`config.mk`:
```
export PLATFORM = sky130hd
export DESIGN_NAME = dmem_arbiter
export DESIGN_NICKNAME = d
export VERILOG_FILES = /design/src/rtl/dmem_arbiter.sv
export SDC_FILE = /design/constraint.sdc
export NUM_CORES = 1
export LEC_CHECK = 0
export CAP_MARGIN = 25
export CORE_AREA = 2 2 125 127
export CTS_BUF_LIST = sky130_fd_sc_hd__clkbuf_8
export DETAILED_ROUTE_END_ITERATION = 10
export DIE_AREA = 0 0 127 129
export SYNTH_ARGS = -nofsm -noshare
export SYNTH_HDL_FRONTEND = slang
export SYNTH_SLANG_ARGS = --single-unit
```
`constraint.sdc`:
```
create_clock -name CLK -period 2.24 [get_ports CLK]
set_clock_uncertainty 0.15 [all_clocks]
set_input_delay 0.448 -clock CLK [delete_from_list [all_inputs] [get_ports CLK]]
set_output_delay 0.448 -clock CLK [all_outputs]
set_load 0.01 [all_outputs]
```
`src/rtl/dmem_arbiter.sv`:
```
// Two-port data-memory arbiter: CPU MEM stage vs. debug/dump port, with a
// starvation bound for debug and a locked-burst mode that hands memory to debug.
module dmem_arbiter #(
  parameter int STARVE_MAX = 4,
  parameter int AW         = 30
) (
  input  logic          CLK,
  input  logic          RST,
  input  logic          CPU_REQ,
  input  logic          CPU_WE,
  input  logic [3:0]    CPU_BE,
  input  logic [AW-1:0] CPU_ADDR,
  input  logic [31:0]   CPU_WDATA,
  output logic          CPU_GNT,
  output logic          CPU_STALL,
  output logic          CPU_RVALID,
  output logic [31:0]   CPU_RDATA,
  input  logic          DBG_REQ,
  input  logic          DBG_WE,
  input  logic          DBG_LOCK,
  input  logic [3:0]    DBG_BE,
  input  logic [AW-1:0] DBG_ADDR,
  input  logic [31:0]   DBG_WDATA,
  output logic          DBG_GNT,
  output logic          DBG_RVALID,
  output logic [31:0]   DBG_RDATA,
  output logic          MEM_RE,
  output logic          MEM_WE,
  output logic [3:0]    MEM_BE,
  output logic [AW-1:0] MEM_ADDR,
  output logic [31:0]   MEM_WDATA,
  input  logic [31:0]   MEM_RDATA,
  output logic [15:0]   CONFLICT_CNT
);
  localparam int SW = $clog2(STARVE_MAX + 1);

  typedef enum logic {ARB, DLOCK} state_t;

  state_t        state, state_nxt;
  logic [SW-1:0] starve_cnt;
  logic          cpu_gnt, dbg_gnt;
  logic          cpu_rv, dbg_rv;
  logic [15:0]   conf_cnt;

  always_ff @(posedge CLK or posedge RST) begin
    if (RST) state <= ARB;
    else     state <= state_nxt;
  end

  always_comb begin
    state_nxt = state;
    case (state)
      ARB:     if (dbg_gnt && DBG_LOCK) state_nxt = DLOCK;
      DLOCK:   if (!DBG_REQ || !DBG_LOCK) state_nxt = ARB;
      default: state_nxt = ARB;
    endcase
  end

  // Grants are combinational so a lone requester is served in its request cycle.
  always_comb begin
    cpu_gnt = 1'b0;
    dbg_gnt = 1'b0;
    if (!RST) begin
      case (state)
        ARB: begin
          if (DBG_REQ && (!CPU_REQ || starve_cnt == SW'(STARVE_MAX))) dbg_gnt = 1'b1;
          else if (CPU_REQ)                                           cpu_gnt = 1'b1;
        end
        DLOCK:   dbg_gnt = DBG_REQ;
        default: ;
      endcase
    end
  end

  always_ff @(posedge CLK or posedge RST) begin
    if (RST) begin
      starve_cnt <= '0;
      conf_cnt   <= '0;
      cpu_rv     <= 1'b0;
      dbg_rv     <= 1'b0;
    end else begin
      if (dbg_gnt || !DBG_REQ)              starve_cnt <= '0;
      else if (starve_cnt != SW'(STARVE_MAX)) starve_cnt <= starve_cnt + SW'(1);
      if (CPU_REQ && DBG_REQ && conf_cnt != 16'hFFFF) conf_cnt <= conf_cnt + 16'd1;
      // Owner flag for the one-cycle read return path.
      cpu_rv <= cpu_gnt & ~CPU_WE;
      dbg_rv <= dbg_gnt & ~DBG_WE;
    end
  end

  assign CPU_GNT      = cpu_gnt;
  assign DBG_GNT      = dbg_gnt;
  assign CPU_STALL    = CPU_REQ & ~cpu_gnt;
  assign CPU_RVALID   = cpu_rv;
  assign DBG_RVALID   = dbg_rv;
  assign CPU_RDATA    = MEM_RDATA;
  assign DBG_RDATA    = MEM_RDATA;
  assign CONFLICT_CNT = conf_cnt;

  assign MEM_RE    = (cpu_gnt & ~CPU_WE) | (dbg_gnt & ~DBG_WE);
  assign MEM_WE    = (cpu_gnt &  CPU_WE) | (dbg_gnt &  DBG_WE);
  assign MEM_BE    = dbg_gnt ? DBG_BE    : CPU_BE;
  assign MEM_ADDR  = dbg_gnt ? DBG_ADDR  : CPU_ADDR;
  assign MEM_WDATA = dbg_gnt ? DBG_WDATA : CPU_WDATA;
endmodule

```
==> Implementation_results.wiki, run 1 <==
{| class="wikitable"
! Metric !! Value
|-
| Simple-Gate Fraction of Synth Area || 10.8%
|-
| Aggregate routed wire length || 15700 um
|-
| Syn_nets || 424
|-
| Gr usage total || 17.8%
|-
| Horizontal die dimension || 127 um
|-
| FMAX || 367 MHz
|-
| Unrepaired setup endpoints after global routing || yes
|-
| Number of antenna violations at the first check in global routing || 3
|-
| CTS Hold Buffers Added || 0
|-
| Worst supply voltage drop on vdd || 0.000344 V
|-
| Type of the tightest min-delay check || input pin to async pin
|-
| IO Pins || 324
|-
| DRC violation count after routing || 0
|-
| Average vias per placed instance || 4.19
|-
| CTS tree || yes
|-
| Register-to-register setup slack || 0.09 ns
|-
| Static leakage || 2.49 nW
|-
| R2R Path End || starve_cnt[2]$_DFFE_PP0P_
|-
| Tightest hold margin || 0.345 ns
|-
| Vias in the first global route || 2956
|-
| Fin. Hold Viols || 0
|-
| Routed length on met3 || 1590 um
|-
| Combinational family with the most area after synthesis || multiplexers
|-
| Share of synthesized area spent on multiplexers || 30.9%
|-
| Iteration count of the initial detailed-routing pass || 4
|-
| Headroom to the max-slew limit || 67.8%
|-
| CTS HTree Levels || 1
|-
| Compound-gate portion of the synthesized area || 6.27%
|-
| DR WL met2 || 6690 um
|-
| Setup slack of the critical path after layout || -0.484 ns
|-
| Status || complete, but fails checks
|-
| Total area of multi-input combinational cells || 1590 um^2
|-
| DIE AREA || 16400 um^2
|-
| Count of input and output buffers || 227
|-
| Inserted Clock Buffers || 3
|-
| Final number of setup-violating endpoints || 71
|-
| Setup TNS || -27.73 ns
|-
| Total area of sequential cells || 551 um^2
|-
| Average wire per standard cell || 24.3 um
|-
| WS Path Type || flip-flop to primary output
|-
| Data required, critical path || 1.64 ns
|-
| Pin count of the biggest net entering global routing || 17
|-
| Count of standard-cell rows || 45
|-
| CTS clk-pin slew, worst paths || 0.08 ns
|-
| Arrival time of the worst setup path || 2.13 ns
|-
| Combined area of all synthesized cells || 2470 um^2
|-
| Synthesized instance count || 250
|-
| Pre-CTS setup slack || -0.852 ns
|-
| Post-synthesis cell type count || 44
|-
| Biggest fanout along the worst timing path || 5
|-
| Vias post-DR || 2700
|-
| Layout overhead on the synthesized area || 117%
|-
| Final #Nets || 632
|-
| EDFF count, synth || 0
|-
| Antenna-violating nets left || 0
|-
| Chip height || 129 um
|-
| Post-DP HPWL || 11900 um
|-
| Standard cell area after detailed placement || 4600 um^2
|-
| Uppermost metal layer occupied by signal nets || met5
|-
| Iteration-0 DRC count of the detailed router || 138
|-
| Wire length of the first global-routing pass || 21000 um
|-
| Minimum period implied by the final worst setup slack || 2.72 ns
|-
| Number of max-capacitance violations reported || 0
|-
| Later-pin clock latency in the skew report || 0.26 ns
|-
| Gpl congestion || 0.812
|-
| Portion of the post-synthesis area used by sequential elements || 22.2%
|-
| Total of warnings raised by yosys || 0
|-
| Depth of the worst register-to-register path || 12
|-
| GRT overflow || 0
|-
| Initial core utilization || 16.5%
|-
| Kind of start point of the critical path || flip-flop
|-
| Placeable Area || 15000 um^2
|-
| Average cell area after synthesis || 9.90 um^2
|-
| Root buf cell || clkbuf_8
|-
| Clock tree buffer depth || 2
|-
| Metal-1 WL || 7310 um
|-
| Share of the synthesized netlist area taken by xor and xnor gates || 4.60%
|-
| Fraction of layout cells with a size suffix above 1 || 43.4%
|-
| CP endpoint kind || primary output
|-
| Number of slew-limit violations in the final report || 0
|-
| Post-synth top flop || dfrtp_1
|-
| Area of all placed cells without fillers || 5380 um^2
|-
| CTS sink cnt || 22
|-
| Power density over the cells || 372 nW/um^2
|-
| Fin crit share || 122%
|-
| Violations in the final reports || negative setup slack
|-
| Total of flip-flops plus latches after synthesis || 22
|-
| Adder and majority cell fraction of the synthesized area || 1.52%
|-
| Origin of the critical flop-to-flop path || starve_cnt[0]$_DFFE_PP0P_
|-
| Fill cells || 1503
|-
| Actual slew at the worst max-slew pin || 0.480 ns
|-
| Async set-or-reset flop fraction in the synthesized netlist || 100%
|}
==> final cells by class <==
class                   count  share of cell area [%]
diodes                      1                  0.0465
repair buffers            277                    54.4
clock buffers               3                   0.768
inverters                   9                   0.721
well taps                 188                    4.37
flip-flops and latches     22                    10.2
multi-input cells         145                    29.5
==> cells in the final DEF (no fill, tap or decap), drive strengths merged, types with 4 or more instances in the layout <==
cell type,netlist,layout
nor2,7,7
dfrtp,22,22
nand2,10,10
o21ai,4,4
xnor2,9,9
clkbuf,1,4
nor4,4,4
buf,73,105
xor2,4,4
mux2,68,68
clkdlybuf4s50,0,153
dlygate4sd2,0,16
inv,9,9
nand3,7,7
==> cells in the mapped netlist, types with 2 or more instances <==
library cell   n  area, um^2
nand3_1        4        20.0
ha_1           3        37.5
a21oi_1        2        10.0
o21ai_0        3        15.0
buf_2          2        10.0
nand4_1        3        18.8
mux2_2        67         754
xnor2_1        9        78.8
inv_1          9        33.8
nor4_2         2        25.0
nand3_2        3        30.0
buf_4         70         526
nor2_1         7        26.3
nand2_1       10        37.5
o41ai_1        2        17.5
and2_1         2        12.5
xor2_1         4        35.0
dfrtp_1       22         551
==> report_power, final <==
group	total, W	switching (W)	internal (W)
clock network	0.000248	0.000128	0.000120
logic	0.00121	0.000443	0.000766
registers	0.000542	0.0000849	0.000458
total	0.00200	0.000656	0.00134
==> worst max-delay path: stages, from the launching register on <==
cell and delay, ns:
dfrtp_1 0.37, inv_2 0.06, ha_4 0.16, and2_4 0.16
o21ai_4 0.17, buf_6 0.14, buf_12 0.12, buf_16 0.13
buf_8 0.12, mux2_4 0.31, buf_6 0.12
==> cells by family after synthesis <==
kind of cell | Yosys count
AO/OA/AOI/OAI | 19
XOR/XNOR | 13
adder cells (fa/ha/maj) | 3
buffers and inverters | 83
flip-flops | 22
multiplexers | 68
AND/OR/NAND/NOR | 42
==> routing by layer <==
metal | vias up | GRT usage, %
met5 | - | 0
met4 | 2 | 1.23
met3 | 10 | 5.70
met2 | 180 | 26.3
met1 | 1288 | 26.3
li1 | 1220 | -
==> registers in the layout (all words and copies together) (netlist names) <==
register and count:
CONFLICT_CNT 16, starve_cnt 3, CPU_RVALID 1, DBG_RVALID 1, state 1
==> how the worst max path moves through the flow <==
stage | start | end | slack [ns] | cells past startpoint
final | starve_cnt[0]$_DFFE_PP0P_ | MEM_ADDR[27] | -0.48 | 10
after global routing | starve_cnt[0]$_DFFE_PP0P_ | MEM_ADDR[27] | -0.54 | 10
after CTS | starve_cnt[0]$_DFFE_PP0P_ | MEM_ADDR[15] | -0.53 | 8
after detailed placement | CPU_REQ | MEM_WDATA[21] | -0.85 | 6
after global placement | CPU_REQ | MEM_WDATA[16] | -0.85 | 6
after floorplan | starve_cnt[0]$_DFFE_PP0P_ | MEM_ADDR[14] | -0.03 | 7
==> stage by stage <==
step | instances | power, W | utilization, %
final | 645 | 0.00200 | 35.9
after global routing | 645 | 0.00210 | 35.9
after CTS | 639 | 0.00199 | 35.7
after detailed placement | 607 | 0.00156 | 30.7
after global placement | 607 | 0.00155 | 30.7
after floorplan | 250 | 0.000990 | -
==> timing repair <==
| action | CTS | global route |
|---|---|---|
| endpoints found under the setup margin | 71 | 72 |
| pin swaps | 5 | 4 |
| gates cloned | 6 | 0 |
| gates resized for setup | 382 | 12 |
| setup buffers | 23 | 10 |
Note: power is estimated with default switching activity, not from simulation.
==> run 2: changes to the inputs <==
CTS_BUF_LIST = sky130_fd_sc_hd__clkbuf_2 sky130_fd_sc_hd__clkbuf_4 sky130_fd_sc_hd__clkbuf_8   (was sky130_fd_sc_hd__clkbuf_8)
==> results of run 2 <==
The final DEF is identical to that of run 1; final timing and power are the same.
